==> src/rtl/leg_bus_pkg.sv <==
// rtl/leg_bus_pkg.sv - shared state encoding, default sizes and clog2 for the leg bus arbiter
package leg_bus_pkg;

  typedef enum logic {
    IDLE = 1'b0,
    XFER = 1'b1
  } state_t;

  localparam int DEF_NUM_REQ  = 4;
  localparam int DEF_DATA_W   = 8;
  localparam int DEF_MAX_HOLD = 4;

  function automatic int clog2(input int n);
    int r;
    r = 0;
    while ((1 << r) < n) r++;
    return r;
  endfunction

endpackage

==> src/rtl/rr_pick.sv <==
// rtl/rr_pick.sv - combinational round-robin picker: first request at or after ptr, wrapping
module rr_pick import leg_bus_pkg::*; #(
  parameter int N  = DEF_NUM_REQ,
  parameter int IW = clog2(DEF_NUM_REQ)
) (
  input  logic [N-1:0]  req,
  input  logic [IW-1:0] ptr,
  output logic [N-1:0]  pick,
  output logic [IW-1:0] idx,
  output logic          any
);

  logic [IW:0]   sum;
  logic [IW-1:0] j;

  // sum is one bit wider so ptr+k never overflows before the modulo-N fold
  always_comb begin
    pick = '0;
    idx  = '0;
    any  = 1'b0;
    sum  = '0;
    j    = '0;
    for (int k = 0; k < N; k++) begin
      sum = {1'b0, ptr} + (IW+1)'(k);
      if (sum >= (IW+1)'(N)) sum = sum - (IW+1)'(N);
      j = sum[IW-1:0];
      if (!any && req[j]) begin
        any     = 1'b1;
        idx     = j;
        pick[j] = 1'b1;
      end
    end
  end

endmodule

==> src/rtl/leg_bus_arbiter.sv <==
// rtl/leg_bus_arbiter.sv - shared servo/neuron command bus arbiter with bounded grants.
// LEG_BUS_FIXED_PRIO_EN: replaces round robin with lowest-index-wins and drops the pointer.
module leg_bus_arbiter import leg_bus_pkg::*; #(
  parameter int NUM_REQ  = DEF_NUM_REQ,
  parameter int DATA_W   = DEF_DATA_W,
  parameter int MAX_HOLD = DEF_MAX_HOLD
) (
  input  logic                        clk,
  input  logic                        rst,
  input  logic [NUM_REQ-1:0]          req,
  input  logic [NUM_REQ*DATA_W-1:0]   req_data,
  input  logic [NUM_REQ-1:0]          req_last,
  output logic [NUM_REQ-1:0]          gnt,
  output logic                        out_valid,
  output logic [DATA_W-1:0]           out_data,
  output logic [clog2(NUM_REQ)-1:0]   out_src,
  input  logic                        out_ready
);

  localparam int SRC_W = clog2(NUM_REQ);
  localparam int CNT_W = clog2(MAX_HOLD + 1);

  state_t             state_q, state_d;
  logic [NUM_REQ-1:0] gnt_q, gnt_d;
  logic [SRC_W-1:0]   src_q, src_d, src_inc;
  logic [CNT_W-1:0]   cnt_q, cnt_d, cnt_inc;
  logic [NUM_REQ-1:0] pick;
  logic [SRC_W-1:0]   pick_idx;
  logic               pick_any;

`ifdef LEG_BUS_FIXED_PRIO_EN
  always_comb begin
    pick     = '0;
    pick_idx = '0;
    pick_any = 1'b0;
    for (int i = 0; i < NUM_REQ; i++) begin
      if (!pick_any && req[i]) begin
        pick_any = 1'b1;
        pick_idx = SRC_W'(i);
        pick[i]  = 1'b1;
      end
    end
  end
`else
  logic [SRC_W-1:0] ptr_q, ptr_d;

  rr_pick #(.N(NUM_REQ), .IW(SRC_W)) u_pick (
    .req  (req),
    .ptr  (ptr_q),
    .pick (pick),
    .idx  (pick_idx),
    .any  (pick_any)
  );

  always_ff @(posedge clk or posedge rst) begin
    if (rst) ptr_q <= '0;
    else     ptr_q <= ptr_d;
  end
`endif

  assign src_inc = (src_q == SRC_W'(NUM_REQ - 1)) ? '0 : src_q + SRC_W'(1);
  assign cnt_inc = cnt_q + CNT_W'(1);

  always_ff @(posedge clk or posedge rst) begin
    if (rst) begin
      state_q <= IDLE;
      gnt_q   <= '0;
      src_q   <= '0;
      cnt_q   <= '0;
    end else begin
      state_q <= state_d;
      gnt_q   <= gnt_d;
      src_q   <= src_d;
      cnt_q   <= cnt_d;
    end
  end

  always_comb begin
    state_d   = state_q;
    gnt_d     = gnt_q;
    src_d     = src_q;
    cnt_d     = cnt_q;
    out_valid = 1'b0;
    out_data  = '0;
`ifndef LEG_BUS_FIXED_PRIO_EN
    ptr_d     = ptr_q;
`endif
    case (state_q)
      IDLE: begin
        gnt_d = '0;
        if (pick_any) begin
          gnt_d   = pick;
          src_d   = pick_idx;
          cnt_d   = '0;
          state_d = XFER;
        end
      end
      XFER: begin
        out_valid = req[src_q];
        if (out_valid) out_data = req_data[int'(src_q)*DATA_W +: DATA_W];
        // withdrawal, last beat or hold cap all end the grant; the pointer moves past the holder
        if (!req[src_q] ||
            (out_ready && (req_last[src_q] || cnt_inc == CNT_W'(MAX_HOLD)))) begin
          state_d = IDLE;
          gnt_d   = '0;
`ifndef LEG_BUS_FIXED_PRIO_EN
          ptr_d   = src_inc;
`endif
        end
        if (out_valid && out_ready) cnt_d = cnt_inc;
      end
      default: begin
        state_d = IDLE;
        gnt_d   = '0;
      end
    endcase
  end

  assign gnt     = gnt_q;
  assign out_src = src_q;

endmodule

==> config.mk <==
export PLATFORM = sky130hd
export DESIGN_NAME = leg_bus_arbiter
export DESIGN_NICKNAME = d
export VERILOG_FILES = /design/src/rtl/leg_bus_pkg.sv /design/src/rtl/rr_pick.sv /design/src/rtl/leg_bus_arbiter.sv
export SDC_FILE = /design/constraint.sdc
export NUM_CORES = 1
export LEC_CHECK = 0
export BUFFER_PORTS_ARGS = -buffer_cell sky130_fd_sc_hd__buf_2
export CORE_MARGIN = 1.5
export CORE_UTILIZATION = 49
export CTS_BUF_LIST = sky130_fd_sc_hd__clkbuf_4 sky130_fd_sc_hd__clkbuf_8 sky130_fd_sc_hd__clkbuf_16
export DETAILED_ROUTE_END_ITERATION = 8
export PLACE_DENSITY = 0.88
export SYNTH_ARGS = -nofsm -noshare
export SYNTH_HDL_FRONTEND = slang
export SYNTH_SLANG_ARGS = --single-unit
==> constraint.sdc <==
create_clock -name clk -period 2.7 [get_ports clk]
set_input_delay 0.405 -clock clk [delete_from_list [all_inputs] [get_ports clk]]
set_output_delay 0.405 -clock clk [all_outputs]
set_load 0.01 [all_outputs]
==> impl_metrics.toml <==
[run_status]
status = "complete, but fails checks"
violations = "DRC"

[timing]
timing.final.crit_share_pct = 88.5
fin_worst_skew_ns = 0.00263
maxSlewHeadroom_pct = 59.6
min_period_ns = 2.39
fin_ws_ns = 0.311
finalHoldViolCount = 0
rsz0062_at_grt = "no"
slew_violations = 0
fin_tns_setup_ns = 0
setup_violations = 0
fmax_mhz = 419
worst_pin_slew_ns = 0.604

[synth]
synthTopCellsByArea = "dfrtp_1 20%, mux4_2 17%, ha_1 9.2%"
ys_seq_area_share_pct = 20.1
netlist.area_leader.share_pct = 20.1
ys_ff_latch = 12
ys_types = 33
synth_ff_type = "dfrtp_1"
yosys_warnings = 0
synth_area_leader_cell = "dfrtp_1"
syn_inst = 147
async_flop_share_pct = 100
synth_area_mm2 = 0.00149
synth_edf_count = 0
synth_nets = 201
avgSynthCellArea_um2 = 10.1

[detailed_routing]
firstDrtPassIters = 7
drt_iter0_markers = 99
avgRoutedWirePerCell_um = 16.3
drc = 11
final_antenna_net_count = 0
routed_via_density = 6.21
wl_um = 3800
vias = 1446

[global_routing]
antenna_found_initial = 0
grt_pass1_vias = 1432
grt_max_degree = 20
track_usage_pct = 24.6
grt_pass1_wl_um = 6330
grt.overflow.total = 0

[power]
power.density_mw_per_mm2 = 1160
p_leak_nw = 0.931
irDropWorstVdd_uv = 457

[die]
core_area_mm2 = 0.00283
die_y_um = 58.2
dieArea_mm2 = 0.00338
row_count = 19
initial_core_util_pct = 52.7
chipWidth_um = 58.2
io_pins = 58

[cts]
clkLatencyLatePin_ns = 0.28
ctsHtreeMaxLevel = 1
cts.path.max_buffers = 2
ctsHoldBuffers = 0
cts-resized-gates = 0
ctsRootBufferMaster = "clkbuf_4"
cts_tree = "built"
postCtsSetupRepairBufs = 0
numClockSinks = 12
cts_made_buffers = 3
clk_pin_slew_ns = 0.07

[critical_path]
crit_path_max_fanout = 11
cp.arrival_ns = 2.56
cp.required_ns = 2.87
endpoint_kind = "flop"
criticalPathCategory = "reg -> reg"
cp-start-kind = "flop"

[place]
io_buffers = 57
dp_hpwl_um = 3020
place_congestion = 0.882
post-place-ws_ns = 0.315

[finish]
syn_to_final_growth_pct = 21.6
drive_gt1_share_pct = 44.6
nets = 258
antenna_cells = 0

[hold_path]
holdCritPathClass = "in -> async"

[flow_run]
drv_cap = 0
where the power goes:
part	total [W]	internal (W)	switching, W
Combinational	0.00163	0.000801	0.000829
Clock	0.000109	0.0000518	0.0000573
Sequential	0.000367	0.000261	0.000106
Total	0.00211	0.00111	0.000992
final timing paths:
kind	slack, ns	depth (start not counted)	end	from
hold reg to reg	0.50	2	gnt[2]	gnt[2]
min in group clk	0.48	3	cnt_q[2]	out_ready
hold / removal	0.12	2	cnt_q[2]	rst
setup reg to reg	0.31	5	state_q	ptr_q[0]
max in group asynchronous	2.27	2	cnt_q[1]	rst
setup / recovery	0.31	5	state_q	ptr_q[0]
layout by cell type (no fill, tap or decap), types with 2 or more instances in the layout:
cell and instances:
o21ai_0 9, mux2_2 5, mux4_2 11, a31oi_1 2, a31o_2 4, buf_2 57, a21o_1 2, nand3_1 3
ha_1 11, nand2_1 12, a21oi_1 3, a2bb2oi_1 4, o22ai_1 6, and3_1 9, inv_1 6, nor2_1 7
dfrtp_1 12, clkbuf_4 3, nand2b_1 4, buf_4 6, mux2i_1 11, a221oi_1 4
worst max-delay path: stages, from the launching register on:
cell	delay, ns
dfrtp_1	0.41
inv_1	0.08
ha_1	0.43
mux4_2	0.43
o41ai_4	0.64
a21bo_1	0.28
flip-flops by register name, indices dropped and copies added (netlist names):
| signal | flops |
|---|---|
| cnt_q | 3 |
| out_src | 2 |
| ptr_q | 2 |
| state_q | 1 |
| gnt | 4 |
final cells by class:
type / count / area, um^2
multi-input combinational: 118 / 1100
tap: 31 / 38.8
timing repair buffer: 63 / 330
fill: 221 / 1020
sequential: 12 / 300
clock buffer: 3 / 22.5
inverter: 6 / 22.5
synth_stat cells, types with 2 or more instances:
master      n
buf_2       5
mux4_2     11
o22ai_1     6
a2bb2oi_1   4
a31o_2      4
clkbuf_1    3
o21ai_0     9
a21o_1      2
mux2_2      5
a221oi_1    4
mux2i_1    11
nand2b_1    4
a21oi_1     3
ha_1       11
nor2_1      7
and3_1      9
nand2_1    12
a31oi_1     2
nand3_1     3
inv_1       6
dfrtp_1    12
buf_6       3
routing by layer:
metal | GRT usage, % | vias to the layer above | routed length [um]
met5 | 0 | - | 0
met4 | 9.97 | 0 | 69
met3 | 5.36 | 7 | 262
met2 | 46.8 | 69 | 1970
met1 | 26.1 | 691 | 1490
li1 | - | 679 | -
through the flow:
| step | std cells | hold WS (ns) | util (%) | instance area, um^2 | total power, W |
|---|---|---|---|---|---|
| floorplan | 147 | 0.270 | - | 1490 | 0.00161 |
| global placement | 230 | 0.428 | 63.3 | 1790 | 0.00194 |
| detailed placement | 230 | 0.430 | 63.3 | 1790 | 0.00199 |
| CTS | 233 | 0.131 | 64.1 | 1810 | 0.00211 |
| global route | 233 | 0.150 | 64.1 | 1810 | 0.00229 |
| finish | 233 | 0.122 | 64.1 | 1810 | 0.00211 |
cells by family (layout without fill, tap and decap cells):
group / Yosys count / after routing / synth area share (%)
XOR/XNOR: 1 / 1 / 0.587
buffers and inverters: 17 / 72 / 6.21
flip-flops: 12 / 12 / 20.1
adder cells (fa/ha/maj): 11 / 11 / 9.23
multiplexers: 29 / 29 / 30.5
AND/OR/NAND/NOR: 38 / 38 / 13.7
AO/OA/AOI/OAI: 39 / 39 / 19.7
No activity file was read; power rests on OpenSTA's default activity.
